===== src/rtl/simmem_pkg.sv =====
// rtl/simmem_pkg.sv - shared simmem types for the write response path
package simmem_pkg;

  localparam int unsigned IdWidth      = 8;
  localparam int unsigned AddrWidth    = 32;
  localparam int unsigned DataWidth    = 32;
  localparam int unsigned AxLenWidth   = 8;
  localparam int unsigned AxSizeWidth  = 3;
  localparam int unsigned XRespWidth   = 1;
  // One extra bit so a 256-beat burst (len=255) is representable without wrap.
  localparam int unsigned BeatCntWidth = AxLenWidth + 1;

  typedef struct packed {
    logic [IdWidth-1:0]     id;
    logic [AddrWidth-1:0]   addr;
    logic [AxLenWidth-1:0]  burst_length;
    logic [AxSizeWidth-1:0] burst_size;
  } write_addr_req_t;

  typedef struct packed {
    logic [IdWidth-1:0]   id;
    logic [DataWidth-1:0] data;
    logic                 last;
  } write_data_req_t;

  typedef enum logic [XRespWidth-1:0] {
    WRESP_OKAY   = 1'b0,
    WRESP_SLVERR = 1'b1
  } wresp_e;

  typedef struct packed {
    logic [IdWidth-1:0] id;
    wresp_e             rsp;
  } write_resp_t;

  typedef enum logic [1:0] {
    WR_IDLE,
    WR_DATA,
    WR_RESP
  } wresp_state_e;

  // Beats a burst must carry, computed at counter width so len=255 gives 256.
  function automatic logic [BeatCntWidth-1:0] expected_beats(input logic [AxLenWidth-1:0] len);
    return {1'b0, len} + {{(BeatCntWidth-1){1'b0}}, 1'b1};
  endfunction

endpackage


===== src/rtl/simmem_req_fifo.sv =====
// rtl/simmem_req_fifo.sv - valid/ready request FIFO with occupancy count
module simmem_req_fifo
  import simmem_pkg::*;
#(
  parameter int unsigned Depth = 4
) (
  input  logic                    clk_i,
  input  logic                    rst_ni,
  input  logic                    in_valid_i,
  output logic                    in_ready_o,
  input  write_addr_req_t         in_data_i,
  output logic                    out_valid_o,
  input  logic                    out_ready_i,
  output write_addr_req_t         out_data_o,
  output logic [$clog2(Depth):0]  count_o
);

  localparam int unsigned PtrWidth = $clog2(Depth);
  localparam logic [PtrWidth:0] FullCount = (PtrWidth+1)'(Depth);

  write_addr_req_t        mem [Depth];
  logic [PtrWidth-1:0]    wr_ptr_q;
  logic [PtrWidth-1:0]    rd_ptr_q;
  logic [PtrWidth:0]      count_q;
  logic                   push;
  logic                   pop;

  // Ready depends only on stored occupancy: a same-cycle pop never frees a slot early.
  assign in_ready_o  = (count_q != FullCount);
  assign out_valid_o = (count_q != '0);
  assign out_data_o  = mem[rd_ptr_q];
  assign count_o     = count_q;
  assign push        = in_valid_i & in_ready_o;
  assign pop         = out_valid_o & out_ready_i;

  // Storage array; contents are only meaningful while counted, so no reset.
  always_ff @(posedge clk_i) begin
    if (push) begin
      mem[wr_ptr_q] <= in_data_i;
    end
  end

  // Pointers and occupancy; simultaneous push and pop leave the count unchanged.
  always_ff @(posedge clk_i or negedge rst_ni) begin
    if (!rst_ni) begin
      wr_ptr_q <= '0;
      rd_ptr_q <= '0;
      count_q  <= '0;
    end else begin
      if (push) wr_ptr_q <= wr_ptr_q + 1'b1;
      if (pop)  rd_ptr_q <= rd_ptr_q + 1'b1;
      case ({push, pop})
        2'b10:   count_q <= count_q + 1'b1;
        2'b01:   count_q <= count_q - 1'b1;
        default: count_q <= count_q;
      endcase
    end
  end

endmodule


===== src/rtl/simmem_write_responder.sv =====
// rtl/simmem_write_responder.sv - terminates AW/W traffic and returns one B per burst
module simmem_write_responder
  import simmem_pkg::*;
#(
  parameter int unsigned AwFifoDepth = 4
) (
  input  logic                          clk_i,
  input  logic                          rst_ni,
  input  logic                          aw_in_valid_i,
  output logic                          aw_in_ready_o,
  input  write_addr_req_t               aw_in_data_i,
  input  logic                          w_in_valid_i,
  output logic                          w_in_ready_o,
  input  write_data_req_t               w_in_data_i,
  output logic                          b_out_valid_o,
  input  logic                          b_out_ready_i,
  output write_resp_t                   b_out_data_o,
  output logic [$clog2(AwFifoDepth):0]  outstanding_o
);

  localparam int unsigned CntWidth = $clog2(AwFifoDepth) + 1;
  localparam logic [CntWidth-1:0] OneEntry = CntWidth'(1);

  wresp_state_e               state_q, state_d;
  logic [BeatCntWidth-1:0]    beat_cnt_q, beat_cnt_d, beat_cnt_inc;
  logic                       err_q, err_d;
  write_addr_req_t            head;
  logic                       head_valid;
  logic                       aw_push;
  logic                       w_hs;
  logic                       b_hs;

  simmem_req_fifo #(
    .Depth (AwFifoDepth)
  ) u_aw_fifo (
    .clk_i       (clk_i),
    .rst_ni      (rst_ni),
    .in_valid_i  (aw_in_valid_i),
    .in_ready_o  (aw_in_ready_o),
    .in_data_i   (aw_in_data_i),
    .out_valid_o (head_valid),
    .out_ready_i (b_hs),
    .out_data_o  (head),
    .count_o     (outstanding_o)
  );

  assign aw_push       = aw_in_valid_i & aw_in_ready_o;
  assign w_in_ready_o  = (state_q == WR_DATA);
  assign b_out_valid_o = (state_q == WR_RESP);
  assign w_hs          = w_in_valid_i & w_in_ready_o;
  assign b_hs          = b_out_valid_o & b_out_ready_i;
  // Saturate so runaway bursts can never wrap back onto the expected count.
  assign beat_cnt_inc  = (beat_cnt_q == '1) ? beat_cnt_q : beat_cnt_q + 1'b1;

  // Response is driven from registered state only, so it holds while stalled.
  always_comb begin
    b_out_data_o = '0;
    if (state_q == WR_RESP) begin
      b_out_data_o.id  = head.id;
      b_out_data_o.rsp = err_q ? WRESP_SLVERR : WRESP_OKAY;
    end
  end

  // Next-state logic: count beats, accumulate errors, retire the head on B.
  always_comb begin
    state_d    = state_q;
    beat_cnt_d = beat_cnt_q;
    err_d      = err_q;
    case (state_q)
      WR_IDLE: begin
        if (head_valid) state_d = WR_DATA;
      end
      WR_DATA: begin
        if (w_hs) begin
          beat_cnt_d = beat_cnt_inc;
          err_d      = err_q | (w_in_data_i.id != head.id);
          if (w_in_data_i.last) begin
            state_d = WR_RESP;
            if (beat_cnt_inc != expected_beats(head.burst_length)) err_d = 1'b1;
          end
        end
      end
      WR_RESP: begin
        if (b_hs) begin
          beat_cnt_d = '0;
          err_d      = 1'b0;
          // Another burst is ready if an entry survives the pop or one arrives now.
          state_d    = ((outstanding_o > OneEntry) || aw_push) ? WR_DATA : WR_IDLE;
        end
      end
      default: state_d = WR_IDLE;
    endcase
  end

  // State, beat counter and error flag registers.
  always_ff @(posedge clk_i or negedge rst_ni) begin
    if (!rst_ni) begin
      state_q    <= WR_IDLE;
      beat_cnt_q <= '0;
      err_q      <= 1'b0;
    end else begin
      state_q    <= state_d;
      beat_cnt_q <= beat_cnt_d;
      err_q      <= err_d;
    end
  end

endmodule


===== config.mk =====
export PLATFORM = sky130hd
export DESIGN_NAME = simmem_write_responder
export DESIGN_NICKNAME = d
export VERILOG_FILES = /design/src/rtl/simmem_pkg.sv /design/src/rtl/simmem_req_fifo.sv /design/src/rtl/simmem_write_responder.sv
export SDC_FILE = /design/constraint.sdc
export NUM_CORES = 1
export LEC_CHECK = 0
export CORE_UTILIZATION = 54
export CTS_BUF_LIST = sky130_fd_sc_hd__clkbuf_8
export DETAILED_ROUTE_END_ITERATION = 6
export PLACE_DENSITY = 0.89
export SLEW_MARGIN = 0
export SYNTH_ARGS = -nofsm -noshare
export SYNTH_HDL_FRONTEND = slang
export SYNTH_SLANG_ARGS = --single-unit

===== constraint.sdc =====
create_clock -name clk_i -period 4.85 [get_ports clk_i]
set_input_delay 0.7275 -clock clk_i [delete_from_list [all_inputs] [get_ports clk_i]]
set_output_delay 0.7275 -clock clk_i [all_outputs]
set_load 0.03 [all_outputs]

==> run metrics, run 1 <==
Worst Hold Class flip-flop to flip-flop; number of synthesized flops with an enable pin 64; drt total wl 7.81 mm; routed len/inst 18.3 µm; Cells after DPL 411; hpwl dp 5.37 mm; post-synthesis net count 386; post-route ant nets 0; ys async rst share 22.9%; syn_area_per_cell 14.5 µm²; DRC viols 0; routed vias 2467; setup_tns 0 ps; Synth Register Bits 83; initial antenna violation count 0; YS warnings 0; GRT Total Usage 22.1%; NumNets Final 431; Final Hold Fails 0; initial DRC count 136; Ports 112; die area 7820 µm²; Final setup viols 0; area of the mapped netlist 4030 µm²; worst slew pin tran 918 ps; ANT cells 0; Cell Count, Final, Fillers Out 427; Synth top area share 47.7%; via/cell ratio 5.78; CTS resizes 0; Initial Utilization 55.6%; status complete, no violations; CTS sink count 83; first-pass GRT wire length 12.3 mm; Slew Viols, Final 0; Port Buf Inserts 44; Die Height 88.4 µm; Die W 88.4 µm; clk slew on worst S/H paths 80 ps; GRT Max-Usage Layer met2; top cells by count, synth edfxtp_1, xnor2_1, dfrtp_1; fill count 519; largest net degree at the start of global routing 20; vias in the first global route 2450; Post-CTS Hold Fix Bufs 0; cells after synthesis 278; met3 usage 5.41%; Placer Congestion 0.855; Netlist cell types 49; pre-CTS setup slack 1790 ps; cell with the most instances after synthesis edfxtp_1; fin util 65.3%; met2 GRT Util 37.0%; 1st-pass router iterations 4; Core ar. 7250 µm²; CP startpoint kind flip-flop; Max VDD drop 229 µV; final worst setup slack 1450 ps; Fmax achieved 294 MHz; post-synthesis sequential area ratio 59.5%; Arrival @ worst endpoint 2680 ps; total congestion overflow 0; htree depth 3; crit path time final 3400 ps; Yosys top cell by area edfxtp_1; main flop type after synthesis edfxtp_1; max_slew headroom 38.7%; power per cell area 555 nW/µm²; Max Fanout on Critical Path 14; WHS 546 ps; clk_skew 10.3 ps; Post-CTS Setup Repair Bufs 0; Lkg Pwr 1.68 nW; CTS tree built; Maximum Capacitance Violations 0; standard-cell row count 31; Area Growth Syn to Fin 17.4%; Clock Latency Late Sink 350 ps; Num CTS Buffers 9; top post-synthesis cells by area edfxtp_1, dfrtp_1, mux4_1; RSZ-0062 raised after global routing false; crit path capture type primary output; met1 usage 27.2%; CTS root buf clkbuf_8; crit path kind flip-flop to primary output; CTS Buffer Depth 2; fin crit share 70.2%; share of layout cells above drive strength 1 10.1%; Critical Path RT 4120 ps
[through the flow]
step / cell area, µm² / power, mW
2_1_floorplan: 4030 / 1.87
3_3_place_gp: 4530 / 2.08
3_5_place_dp: 4530 / 2.12
4_1_cts: 4730 / 2.64
5_1_grt: 4730 / 2.78
6_report: 4730 / 2.63
[worst max-delay path: stages, from the launching register on]
cell,delay (ps)
dfrtp_1,810
mux4_1,710
and2_2,220
clkdlybuf4s50_1,590
[worst paths after layout]
check,startpoint,to,slack [ps],cells past startpoint
setup reg to reg,u_aw_fifo.rd_ptr_q[0],err_q,1920,8
min in group asynchronous,rst_ni,beat_cnt_q[0],870,1
hold reg to reg,beat_cnt_q[6],beat_cnt_q[6],550,1
setup / recovery,u_aw_fifo.rd_ptr_q[0],b_out_data_o[2],1450,3
max in group asynchronous,rst_ni,u_aw_fifo.count_o[1],3440,1
hold / removal,beat_cnt_q[6],beat_cnt_q[6],550,1
[state kept, by name (all words and copies together), names as in the netlist]
signal,cells
err_q,1
u_aw_fifo.wr_ptr_q,2
state_q,2
beat_cnt_q,9
u_aw_fifo.rd_ptr_q,2
u_aw_fifo.mem,64
u_aw_fifo.count_o,3
[power by group]
group	switching (mW)	internal [mW]	leakage, nW
clock network	0.267	0.247	0.104
registers	0.147	0.939	0.822
logic	0.538	0.491	0.757
total	0.952	1.68	1.68
[layout make-up]
class	count	area, µm²	share of cell area, %
clock buffer	9	124	2.62
clock inverter	7	82.6	1.74
inverter	8	30.0	0.634
multi-input combinational	176	1530	32.3
sequential	83	2400	50.6
tap	99	124	2.62
timing repair buffer	45	448	9.46
[per-layer routing]
metal	routed length, µm	part of all wire (%)
met3	314	4.0
met4	177	2.3
met2	4080	52
met1	3240	41
met5	0	0
[layout by cell type (no fill, tap or decap), types with 7 or more instances in the layout]
master | Yosys | layout
xnor2_1 | 23 | 23
and2_1 | 11 | 11
dfrtp_1 | 19 | 19
nor2_1 | 12 | 12
mux4_1 | 9 | 9
clkbuf_8 | 0 | 9
mux4_2 | 7 | 7
and3_1 | 7 | 7
clkdlybuf4s50_1 | 0 | 44
nand3_1 | 9 | 9
nand2_1 | 16 | 16
ha_1 | 11 | 11
o21ai_0 | 13 | 13
inv_1 | 8 | 8
edfxtp_1 | 64 | 64
[cell families (layout without fill, tap and decap cells)]
family          after synthesis  count (layout)  synth area share, %
mux                          22              22                 11.3
compound gates               39              39                 6.42
buf+inv                      19              69                 2.64
simple gates                 75              75                 10.1
fa+ha+maj                    11              11                 3.41
flops                        83              83                 59.5
xor+xnor                     29              29                 6.67
No activity file was read; power rests on OpenSTA's default activity.
==> inputs of run 2 (changes only) <==
--- a/config.mk
+++ b/config.mk
@@ -5,10 +5,10 @@
 export SDC_FILE = /design/constraint.sdc
 export NUM_CORES = 1
 export LEC_CHECK = 0
-export CORE_UTILIZATION = 54
+export CORE_UTILIZATION = 45
 export CTS_BUF_LIST = sky130_fd_sc_hd__clkbuf_8
 export DETAILED_ROUTE_END_ITERATION = 6
-export PLACE_DENSITY = 0.89
+export PLACE_DENSITY = 0.79
 export SLEW_MARGIN = 0
 export SYNTH_ARGS = -nofsm -noshare
 export SYNTH_HDL_FRONTEND = slang
==> constraint.sdc (replaced) <==
create_clock -name clk_i -period 3 [get_ports clk_i]
set_input_delay 0.45 -clock clk_i [delete_from_list [all_inputs] [get_ports clk_i]]
set_output_delay 0.45 -clock clk_i [all_outputs]
set_load 0.03 [all_outputs]
==> run 2 against run 1 <==
Flip-flop and latch count unchanged; sequential power up 55%; cell count up 3.5%; clock skew up 10 ps; register-to-register slack worse by 1500 ps; worst hold slack better by 4.8 ps; non-clock buffer count up 6; total power up 62%; clock power up 56%; die area up 20%; via count down 1.3%; count of clock-buffer cells in the layout unchanged; critical endpoint unchanged; largest cell class unchanged; largest power group is now combinational cells; highest routed layer unchanged.
==> run metrics, run 2 (synthesized netlist as in run 1, its figures left out) <==
CTS Buffer Depth 2 (unchanged); commonest non-fill, non-tap cell in the layout edfxtp_1; met1 usage 21.4% (-5.9 points); Core ar. 8680 µm² (+20%); Largest register FFs 64 (unchanged); Final setup viols 0 (unchanged); NumNets Final 437 (+1.4%); die area 9340 µm² (+20%); htree depth 3 (unchanged); Num CTS Buffers 9 (unchanged); Arrival @ worst endpoint 2340 ps (-340 ps); GRT Max-Usage Layer met2; commonest non-fill, non-tap cells in the layout edfxtp_1, clkdlybuf4s50_1, xnor2_1; Post-CTS Setup Repair Bufs 0 (unchanged); Die Height 96.7 µm (+9.3%); CP startpoint kind flip-flop; Placer Congestion 0.826 (-3.4%); CTS sink count 83 (unchanged); power per cell area 886 nW/µm² (+60%); routed len/inst 17.1 µm (-6.6%); DRC viols 0 (unchanged); CTS root buf clkbuf_8; Port Buf Inserts 44 (unchanged); setup_tns 0 ps (unchanged); fin util 55.3% (-10 points); Clock Latency Late Sink 340 ps (about the same); CTS resizes 0 (unchanged); Fmax achieved 358 MHz; fin crit share 93.0%; Post-CTS Hold Fix Bufs 0 (unchanged); Critical Path RT 2550 ps (-1570 ps); Reg with most FFs u_aw_fifo.mem; vias in the first global route 2500 (+2.0%); initial DRC count 89 (-35%); hpwl dp 5.38 mm (+0.10%); Cell Count, Final, Fillers Out 442 (+3.5%); Initial Utilization 46.5% (-9.1 points); Lkg Pwr 1.71 nW (+1.6%); crit path time final 2790 ps; Max Fanout on Critical Path 18 (+4); drt total wl 7.55 mm (-3.4%); worst slew pin tran 937 ps (+19.0 ps); crit path kind flip-flop to primary output; GRT Total Usage 16.9% (-5.2 points); Max VDD drop 560 µV (+150%); Final Hold Fails 0 (unchanged); met3 usage 2.10% (-3.3 points); final worst setup slack 209 ps (-1240 ps); Worst Hold Class flip-flop to flip-flop; ANT cells 0 (unchanged); status complete, no violations; via/cell ratio 5.51 (-4.6%); CTS tree built; initial antenna violation count 0 (unchanged); Area Growth Syn to Fin 19.0%; met2 GRT Util 30.2% (-6.8 points); share of layout cells above drive strength 1 11.4% (+1.3 points); standard-cell row count 34 (+9.7%); RSZ-0062 raised after global routing false; post-route ant nets 0 (unchanged); Maximum Capacitance Violations 0 (unchanged); routed vias 2436 (-1.3%); total congestion overflow 0 (unchanged); crit path capture type primary output; Die W 96.7 µm (+9.3%); Ports 112 (unchanged); Cells after DPL 426 (+3.6%); max_slew headroom 37.3% (-1.3 points); pre-CTS setup slack 434 ps (-1360 ps); clk_skew 20.5 ps (+10.2 ps); largest net degree at the start of global routing 20 (unchanged); clk slew on worst S/H paths 90 ps (about the same); 1st-pass router iterations 4 (unchanged); Slew Viols, Final 0 (unchanged); first-pass GRT wire length 12.4 mm (+0.73%)
[run 2: changes by cell type in the layout (fill, tap and decap cells not counted), sizes merged]
| cell | change |
|---|---|
| clkinvlp | +2 |
| buf | +6 |
| clkinv | -2 |
[run 2: final timing paths]
path | from | slack, ps | depth (start not counted) | to
max | u_aw_fifo.rd_ptr_q[0] | 210 | 4 | b_out_data_o[2]
min reg2reg | beat_cnt_q[6] | 550 | 1 | beat_cnt_q[6]
min in group asynchronous | rst_ni | 620 | 1 | beat_cnt_q[8]
min | beat_cnt_q[6] | 550 | 1 | beat_cnt_q[6]
max reg2reg | u_aw_fifo.rd_ptr_q[0] | 400 | 9 | err_q
max in group asynchronous | rst_ni | 1780 | 1 | u_aw_fifo.rd_ptr_q[0]
[run 2: cell type report]
type	instances	area, µm²
flip-flops and latches	83	2400
multi-input cells	176	1530
repair buffers	51	505
well taps	108	135
fillers	715	3880
clock buffers	9	124
inverters	8	30.0
clock inverters	7	76.3
[run 2: worst max-delay path, stage by stage (launching register included)]
cell	delay, ps
dfrtp_1	380
buf_12	190
mux4_1	630
and2_2	220
clkdlybuf4s50_1	590
[run 2: where the power goes]
group / total, mW / internal (mW) / switching (mW)
Sequential: 1.69 / 1.52 / 0.175
Clock: 0.800 / 0.390 / 0.410
Combinational: 1.76 / 0.840 / 0.921
[run 2: metrics by stage]
stage | instance area (µm²) | hold WS [ps] | total power, mW
final | 4800 | 551 | 4.25
after global routing | 4800 | 588 | 4.51
after CTS | 4800 | 546 | 4.28
after detailed placement | 4600 | 534 | 3.49
after global placement | 4600 | 517 | 3.43
after floorplan | 4030 | 154 | 3.03
[run 2: routing by layer]
layer  vias up  part of all wire [%]
li1       1164                     -
met3         6                   2.7
met4         0                   1.1
met2        50                    53
met5         -                     0
met1      1216                    43
